File: config.mk
export PLATFORM = sky130hd
export DESIGN_NAME = costas_acq_ctrl
export DESIGN_NICKNAME = d
export VERILOG_FILES = /design/src/rtl/costas_acq_ctrl.sv
export SDC_FILE = /design/constraint.sdc
export NUM_CORES = 1
export LEC_CHECK = 0
export CAP_MARGIN = 20
export CORE_ASPECT_RATIO = 0.7
export CORE_UTILIZATION = 35
export CTS_CLUSTER_DIAMETER = 200
export DETAILED_ROUTE_END_ITERATION = 7
export PLACE_DENSITY = 0.69
export SETUP_SLACK_MARGIN = 0.1
export SYNTH_ARGS = -nofsm -noshare
export SYNTH_HDL_FRONTEND = slang
export SYNTH_SLANG_ARGS = --single-unit
File: constraint.sdc
create_clock -name clk -period 8.2 [get_ports clk]
set_input_delay 1.23 -clock clk [delete_from_list [all_inputs] [get_ports clk]]
set_output_delay 1.23 -clock clk [all_outputs]
set_load 0.02 [all_outputs]
File: src/rtl/costas_acq_ctrl.sv
// rtl/costas_acq_ctrl.sv - Costas loop frequency-sweep acquisition and lock controller
//
// Purpose: sweeps an NCO frequency offset from F_MIN to F_MAX in STEP increments.
// At each offset it dwells for DWELL_LEN valid samples and counts the good ones.
// If enough samples are good it declares lock (TRACK). TRACK holds the offset
// until UNLOCK_N consecutive bad samples arrive, then the sweep resumes.
//
// Optional feature: define COSTAS_ACQ_STATS_EN to add the lost_count output, a
// saturating count of TRACK->STEP transitions (loss of lock).
//
// Ports:
//   clk           in   clock, rising edge
//   rst           in   asynchronous active-low reset
//   start         in   begin acquisition (honoured only in IDLE)
//   stop          in   abort to IDLE from any state (highest priority)
//   sample_valid  in   strobe: i_filt/q_filt carry a new filtered sample
//   i_filt/q_filt in   signed 32-bit in-phase / quadrature loop-filter outputs
//   freq_offset   out  signed 32-bit NCO phase-increment offset
//   loop_en       out  loop-filter update enable (DWELL/TRACK)
//   locked        out  high only in TRACK
//   state         out  IDLE=0, DWELL=1, STEP=2, TRACK=3
//   byte_valid    out  sample_valid seen in TRACK, delayed one cycle
//   lost_count    out  16-bit loss-of-lock counter (COSTAS_ACQ_STATS_EN only)

module costas_acq_ctrl #(
  parameter logic signed [31:0] STEP      = 32'sd4096,
  parameter logic signed [31:0] F_MIN     = -32'sd1048576,
  parameter logic signed [31:0] F_MAX     = 32'sd1048576,
  parameter int                 DWELL_LEN = 64,
  parameter int                 LOCK_N    = 48,
  parameter int                 UNLOCK_N  = 32,
  parameter logic [31:0]        LOCK_THR  = 32'd1048576
) (
  input  logic               clk,
  input  logic               rst,
  input  logic               start,
  input  logic               stop,
  input  logic               sample_valid,
  input  logic signed [31:0] i_filt,
  input  logic signed [31:0] q_filt,
  output logic signed [31:0] freq_offset,
  output logic               loop_en,
  output logic               locked,
  output logic [1:0]         state,
  output logic               byte_valid
`ifdef COSTAS_ACQ_STATS_EN
  ,
  output logic [15:0]        lost_count
`endif
);

  typedef enum logic [1:0] {
    ST_IDLE  = 2'd0,
    ST_DWELL = 2'd1,
    ST_STEP  = 2'd2,
    ST_TRACK = 2'd3
  } state_t;

  localparam int WIN_W = $clog2(DWELL_LEN + 1);
  localparam int BAD_W = $clog2(UNLOCK_N + 1);

  localparam logic [WIN_W-1:0] WIN_LAST = WIN_W'(DWELL_LEN - 1);
  localparam logic [WIN_W-1:0] LOCK_CNT = WIN_W'(LOCK_N);
  localparam logic [BAD_W-1:0] BAD_LAST = BAD_W'(UNLOCK_N - 1);

  state_t             state_q, state_d;
  logic signed [31:0] freq_q, freq_d;
  logic               loop_en_q, loop_en_d;
  logic               locked_q, locked_d;
  logic               byte_valid_q, byte_valid_d;
  logic [WIN_W-1:0]   win_cnt_q, win_cnt_d;
  logic [WIN_W-1:0]   good_cnt_q, good_cnt_d;
  logic [BAD_W-1:0]   bad_cnt_q, bad_cnt_d;

  // |x| with the one unrepresentable magnitude (-2^31) clamped to 2^31-1.
  function automatic logic [31:0] sat_abs(input logic signed [31:0] x);
    if (x == 32'sh8000_0000) begin
      return 32'h7FFF_FFFF;
    end else if (x < 0) begin
      return $unsigned(-x);
    end else begin
      return $unsigned(x);
    end
  endfunction

  logic [31:0]        abs_i, abs_q;
  logic               good;
  logic               dwell_done;
  logic               dwell_pass;
  logic               unlock;
  logic [WIN_W-1:0]   good_sum;
  logic signed [32:0] step_sum;
  logic               step_wrap;

  always_comb begin
    abs_i      = sat_abs(i_filt);
    abs_q      = sat_abs(q_filt);
    good       = sample_valid && (abs_i > abs_q) && (abs_i >= LOCK_THR);
    // The terminal sample of the window is counted in the lock decision.
    dwell_done = sample_valid && (win_cnt_q == WIN_LAST);
    good_sum   = good_cnt_q + WIN_W'(good);
    dwell_pass = (good_sum >= LOCK_CNT);
    unlock     = sample_valid && !good && (bad_cnt_q == BAD_LAST);
    // One extra bit so the sum near the top of the range cannot overflow.
    step_sum   = 33'(freq_q) + 33'(STEP);
    step_wrap  = (step_sum > 33'(F_MAX));
  end

  // State register
  always_ff @(posedge clk or negedge rst) begin
    if (!rst) begin
      state_q <= ST_IDLE;
    end else begin
      state_q <= state_d;
    end
  end

  // Next-state logic
  always_comb begin
    state_d = state_q;
    if (stop) begin
      state_d = ST_IDLE;
    end else begin
      case (state_q)
        ST_IDLE:  if (start) state_d = ST_DWELL;
        ST_DWELL: if (dwell_done) state_d = dwell_pass ? ST_TRACK : ST_STEP;
        ST_STEP:  state_d = ST_DWELL;
        ST_TRACK: if (unlock) state_d = ST_STEP;
        default:  state_d = ST_IDLE;
      endcase
    end
  end

  // Output and datapath logic; registered outputs are computed from the
  // next state so they change on the same edge as the state register.
  always_comb begin
    freq_d       = freq_q;
    win_cnt_d    = win_cnt_q;
    good_cnt_d   = good_cnt_q;
    bad_cnt_d    = bad_cnt_q;
    loop_en_d    = (state_d == ST_DWELL) || (state_d == ST_TRACK);
    locked_d     = (state_d == ST_TRACK);
    // A sample on the cycle that leaves TRACK is not forwarded.
    byte_valid_d = sample_valid && (state_q == ST_TRACK) && (state_d == ST_TRACK);

    if (stop) begin
      freq_d     = '0;
      win_cnt_d  = '0;
      good_cnt_d = '0;
      bad_cnt_d  = '0;
    end else begin
      case (state_q)
        ST_IDLE: begin
          if (start) begin
            freq_d     = F_MIN;
            win_cnt_d  = '0;
            good_cnt_d = '0;
            bad_cnt_d  = '0;
          end
        end
        ST_DWELL: begin
          if (dwell_done) begin
            win_cnt_d  = '0;
            good_cnt_d = '0;
            bad_cnt_d  = '0;
          end else if (sample_valid) begin
            win_cnt_d  = win_cnt_q + WIN_W'(1);
            good_cnt_d = good_sum;
          end
        end
        ST_STEP: begin
          freq_d     = step_wrap ? F_MIN : step_sum[31:0];
          win_cnt_d  = '0;
          good_cnt_d = '0;
          bad_cnt_d  = '0;
        end
        ST_TRACK: begin
          if (sample_valid) begin
            if (good || unlock) begin
              bad_cnt_d = '0;
            end else begin
              bad_cnt_d = bad_cnt_q + BAD_W'(1);
            end
          end
        end
        default: begin
          freq_d = '0;
        end
      endcase
    end
  end

  always_ff @(posedge clk or negedge rst) begin
    if (!rst) begin
      freq_q       <= '0;
      loop_en_q    <= 1'b0;
      locked_q     <= 1'b0;
      byte_valid_q <= 1'b0;
      win_cnt_q    <= '0;
      good_cnt_q   <= '0;
      bad_cnt_q    <= '0;
    end else begin
      freq_q       <= freq_d;
      loop_en_q    <= loop_en_d;
      locked_q     <= locked_d;
      byte_valid_q <= byte_valid_d;
      win_cnt_q    <= win_cnt_d;
      good_cnt_q   <= good_cnt_d;
      bad_cnt_q    <= bad_cnt_d;
    end
  end

`ifdef COSTAS_ACQ_STATS_EN
  logic [15:0] lost_count_q, lost_count_d;

  // Only a genuine loss of lock counts; stop out of TRACK does not.
  always_comb begin
    lost_count_d = lost_count_q;
    if ((state_q == ST_TRACK) && (state_d == ST_STEP) && (lost_count_q != 16'hFFFF)) begin
      lost_count_d = lost_count_q + 16'd1;
    end
  end

  always_ff @(posedge clk or negedge rst) begin
    if (!rst) begin
      lost_count_q <= '0;
    end else begin
      lost_count_q <= lost_count_d;
    end
  end

  assign lost_count = lost_count_q;
`endif

  assign freq_offset = freq_q;
  assign loop_en     = loop_en_q;
  assign locked      = locked_q;
  assign state       = state_q;
  assign byte_valid  = byte_valid_q;

endmodule

**Word-level counts from Yosys, hierarchy flattened**

Cells that the tools add are included.

- Bits in registers: 57
- Logic and storage cells: 78
- Memory bits (writable): 0
- Output and inout bits: 37
- Bits in read-only memories: 0
- Memories kept: 0
- Bits of input ports: 69
- Bits in latches: 0

- Muxes and demuxes: 29
- Add/sub/neg operators: 6
- Divide/modulo/power cells: 0
- Reduce and logical (&&, ||, !) cells: 16
- Shift-type cells: 0
- Eq/ne operators: 13
- $mul: 0
- Order comparisons: 6
- Bitwise operators: 0

Operator list:

| cell | number |
|---|---|
| two-way mux 32 bit | 7 |
| equality test 32 bit (second input constant) | 2 |
| less-than comparator 32 x 1 -> 1 bit (second input constant) | 2 |
| negator 32 bit | 2 |
| case mux 32 bit (2 select lines) | 1 |
| two-way mux 7 bit | 7 |
| case mux 7 bit (3 select lines) | 2 |
| adder 32 x 14 -> 33 bit (second input constant) | 1 |
| greater-than comparator 33 x 22 -> 1 bit (second input constant) | 1 |
| greater-or-equal comparator 32 x 21 -> 1 bit (second input constant) | 1 |
| greater-than comparator 32 bit | 1 |
| two-way mux 6 bit | 5 |
| case mux 6 bit (4 select lines) | 1 |
| != test 3 bit (second input constant) | 3 |
| two-way mux 2 bit | 4 |
| case mux 2 bit (4 select lines) | 1 |
| adder 7 x 1 -> 7 bit | 1 |
| adder 7 x 1 -> 7 bit (second input constant) | 1 |
| equality test 7 x 6 -> 1 bit (second input constant) | 1 |
| greater-or-equal comparator 7 x 6 -> 1 bit (second input constant) | 1 |
| logical AND 1 bit | 7 |
| adder 6 x 1 -> 6 bit (second input constant) | 1 |
| equality test 2 bit (second input constant) | 3 |
| equality test 6 x 5 -> 1 bit (second input constant) | 1 |
| 10 further kinds | 13 |

**Depth between registers and ports, before layout**

- Depth in word-level cells: 14
- Depth in mapped cells: 28
- Gate-level depth less buffers: 27

**Worst setup path after synthesis**

Ideal clock, no wire load.

- Path type: in2reg
- From: in q_filt[11]
- To: reg locked_q (netlist: locked)
- Data required time: 8.114 ns
- Cell stages on the path: 25
- Arrival: 6.224 ns
- Setup slack: 1.890 ns
- Buffers on the path: 2
- Path through: or3_1 or4_1 or4_1 nor2b_2 nand4_2 nor2b_2 buf_4 buf_6 nor2_1 ha_1 nor2_1 or4b_2 o221ai_1 o211ai_1 a22oi_1 a31oi_4 ha_1 ha_1 nand3_1 o22ai_1 a21oi_1 a21oi_1 a41oi_1 o31ai_2 nor3_1

- Longest elaborated chain between the ends: 13
- Elaborated cells on any way between the ends: 19

RTL lines:

| element | line | text |
|---|---|---|
| start: declaration | 40 | `input logic signed [31:0] q_filt,` |
| negator 32 bit / less-than comparator 32 x 1 -> 1 bit (equally long branches) | 80, 79 |  |
| two-way mux 32 bit | 79 | `end else if (x < 0) begin` |
| two-way mux 32 bit (*) | 77 | `if (x == 32'sh8000_0000) begin` |
| greater-than comparator 32 bit (*) | 98 | `good = sample_valid && (abs_i > abs_q) && (abs_i >= LOCK_THR);` |
| logical AND 1 bit (*) (2 in a row) | 98 |  |
| adder 7 x 1 -> 7 bit / zero test 1 bit (equally long branches) | 101, 103 |  |
| greater-or-equal comparator 7 x 6 -> 1 bit / logical AND 1 bit (equally long branches) | 102, 103 |  |
| two-way mux 1 bit / logical AND 1 bit (equally long branches) | 126, 103 |  |
| two-way mux 2 bit, on equally long branches | 126, 128 |  |
| case mux 2 bit (4 select lines) (*) | 124 | `case (state_q)` |
| two-way mux 2 bit (*) | 121 | `if (stop) begin` |
| equality test 2 bit (*) | 142 | `locked_d = (state_d == ST_TRACK);` |
| net locked_d | 69 | `logic locked_q, locked_d;` |
| end signal: assignment | 205 | `locked_q <= locked_d;` |
| end: declaration | 69 |  |

Mark *: on every way through the listed nets, which the timed path passes. The rest lies on a longest branch.
A chain may end at the register's enable or synchronous reset.

**Worst setup path after layout**

- From: in q_filt[10]
- To: reg locked_q (netlist: locked)

The elaborated chain is that of the path after synthesis.

==> results.py <==
metrics = {
    "outcome": {
        "status": "complete, no violations",
    },
    "job": {
        "maxCapViolations": 0,
    },
    "detailed_routing": {
        "drt_first_pass_iters": 7,
        "drt_wl_total_um": 14800,
        "drtIter0Drc": 460,
        "drc": 0,
        "vias": 5611,
        "routedWlPerCell_um": 15.0,
        "drtAntennaViolNets": 0,
        "via_per_inst": 5.68,
    },
    "place": {
        "globalplace.congestion": 0.864,
        "post-dp-hpwl_um": 11500,
        "numPortBuffers": 93,
        "post-place-ws_ps": 746,
    },
    "synthesis": {
        "synth_area_mm2": 0.00548,
        "yosys_warnings": 0,
        "synthArstFlopShare_pct": 100,
        "synth_seq_cells": 44,
        "synth-edff-count": 0,
        "avgSynthCellArea_um2": 7.63,
        "synth-seq-area-share_pct": 20.1,
        "ys.flop_type": "dfrtp_1",
        "synth.distinct_cells": 78,
        "synthCells": 718,
    },
    "finish": {
        "num_antenna_cells": 0,
        "nNetsFinal": 900,
        "final_common_cell": "clkdlybuf4s50_1",
        "drive_gt1_share_pct": 7.20,
        "mostFrequentLayoutCells": "92 x clkdlybuf4s50_1, 84 x nor2_1, 83 x nand2_1, 44 x dfrtp_1, 40 x ha_1",
        "fillers": 1544,
        "area_delta_synth_final_pct": 21.3,
    },
    "setup_path": {
        "worst_ep_arrival_time_ps": 7450,
        "rr_worst_depth": 9,
        "cp-end-kind": "flop",
        "reg2reg_from": "freq_offset[12]$_DFFE_PN0P_",
        "cp.required_ps": 8380,
        "critPathSlowestCell": "or4_1",
        "ff2ff_setup_slack_ps": 4500,
        "cpPeakStageDelay_ps": 610,
        "worstSetupStartpointType": "input port",
        "setup.worst_path.class": "in2reg",
        "cp_max_fo": 30,
        "startpoint": "q_filt[10]",
        "crit_top_cell": "ha_1",
    },
    "timing": {
        "max_freq_mhz": 138,
        "finClkSkew_ps": 7.49,
        "fin_crit_sh_pct": 88.6,
        "worstMarginPinSlew_ps": 808,
        "relSlewSlack_pct": 45.9,
        "slew_violations": 0,
        "finalHoldViolCount": 0,
        "min_period_ps": 7270,
        "setup_violations": 0,
        "fin_tns_setup_ps": 0,
        "layout_setup_ws_ps": 933,
        "rsz0062_at_grt": "no",
    },
    "clock_network": {
        "cts_buffer_depth": 2,
        "clk_latency_ps": 280,
        "ctsHoldBuffers": 0,
        "clock_sinks": 44,
        "cts.reportedPaths.clkPinSlew_ps": 60,
        "cts_resized": 0,
        "cts_tree": "built",
        "ctsRootBufferMaster": "clkbuf_16",
        "numCtsBuffers": 5,
        "cts-htree-levels": 2,
        "cts_setup_buffers": 0,
    },
    "power_and_ir_drop": {
        "p_leak_uw": 0.00264,
        "powerDensity_mw_per_mm2": 103,
        "ir_drop_mv": 0.0774,
    },
    "hold_path": {
        "holdPathStages": 1,
        "min-delay-start": "good_cnt_q[0]$_DFFE_PN0P_",
        "min_path_type": "reg2reg",
    },
    "global_routing": {
        "grt_first_pass_wirelength_um": 24500,
        "grt_max_degree": 45,
        "grt_overflow": 0,
        "grt_pass1_vias": 4820,
        "grt_use_total_pct": 18.5,
        "antenna_found_initial": 0,
    },
    "die": {
        "die-area_mm2": 0.0162,
        "ios": 106,
        "initial_core_util_pct": 36.5,
        "core_mm2": 0.0150,
        "die_x_um": 152,
        "num_rows": 37,
        "die_y_um": 107,
    },
}
==> flip-flops by register name, indices dropped and copies added (netlist names) <==
name,flops
freq_offset,20
good_cnt_q,7
win_cnt_q,7
bad_cnt_q,6
state,2
byte_valid,1
locked,1
==> worst paths after layout <==
| check | endpoint |
|---|---|
| max in group asynchronous | win_cnt_q[1]$_DFFE_PN0P_ |
| setup / recovery | locked$_DFF_PN0_ |
| setup reg to reg | freq_offset[31]$_DFFE_PN0P_ |
| min in group asynchronous | freq_offset[17]$_DFFE_PN0P_ |
| hold reg to reg | good_cnt_q[0]$_DFFE_PN0P_ |
| hold / removal | good_cnt_q[0]$_DFFE_PN0P_ |
==> worst max-delay path, delay by kind of cell <==
kind	cells	cell delay (ps)
AND/OR/NAND/NOR	11	3170
AO/OA/AOI/OAI	10	1510
adder cells (fa/ha/maj)	3	770
buffers and inverters	2	750
==> power breakdown <==
group | total (µW) | switching [µW] | leakage [µW] | internal, µW
registers | 234 | 11.4 | 0.000599 | 223
logic | 246 | 132 | 0.00196 | 113
clock network | 204 | 83.8 | 0.0000766 | 120
==> routing by layer <==
metal | up-vias | track usage [%] | wire (µm) | share of wire, %
met5 | - | 0 | 0 | 0
met4 | 0 | 2.48 | 89 | 0.60
met3 | 8 | 2.00 | 785 | 5.3
met2 | 180 | 25.5 | 6090 | 41
met1 | 2631 | 30.5 | 7880 | 53
li1 | 2792 | - | - | -
==> area by class of cell <==
type	instances	area, µm²	share of cell area, %
clock buffers	6	139	2.09
clock inverters	2	10.0	0.151
inverters	18	67.6	1.02
repair buffers	101	986	14.8
flip-flops and latches	44	1100	16.6
well taps	195	244	3.67
multi-input cells	621	4100	61.7
==> per-stage QoR <==
step | utilization, % | hold WS [ps] | instance area [µm²] | cells | power [µW]
6_report | 44.3 | 522 | 6650 | 987 | 684
5_1_grt | 44.3 | 536 | 6650 | 987 | 727
4_1_cts | 44.3 | 520 | 6650 | 987 | 687
3_5_place_dp | 43.3 | 501 | 6500 | 979 | 481
3_3_place_gp | 43.3 | 502 | 6500 | 979 | 479
2_1_floorplan | - | 473 | 5520 | 729 | 389
==> kinds of logic after synthesis <==
family / count (synthesis) / share of synthesized area [%]
XOR/XNOR: 54 / 8.63
multiplexers: 3 / 0.685
flip-flops: 44 / 20.1
AO/OA/AOI/OAI: 181 / 24.1
buffers and inverters: 64 / 5.85
adder cells (fa/ha/maj): 40 / 9.13
other: 1 / 0.0684
AND/OR/NAND/NOR: 331 / 31.4
==> Yosys cell counts (7+ instances only) <==
library cell / number / area share [%]
or3_1: 13 / 1.5
a211oi_1: 8 / 1.1
o41ai_1: 7 / 1.1
buf_2: 7 / 0.64
buf_4: 15 / 2.1
inv_1: 18 / 1.2
nand2b_1: 10 / 1.1
a31oi_1: 11 / 1.3
a21oi_1: 24 / 2.2
nor4_1: 18 / 2.1
nand4_1: 15 / 1.7
nor3_1: 26 / 2.4
dfrtp_1: 44 / 20
o21ai_0: 38 / 3.5
and4_1: 7 / 1.1
a21o_1: 13 / 1.8
xor2_1: 26 / 4.2
nor2b_1: 7 / 0.80
o31ai_1: 23 / 3.2
xnor2_1: 28 / 4.5
nand2_1: 83 / 5.7
clkbuf_1: 22 / 1.5
nor2_1: 84 / 5.8
ha_1: 40 / 9.1
nand3_1: 24 / 2.2
Note: power is estimated with default switching activity, not from simulation.
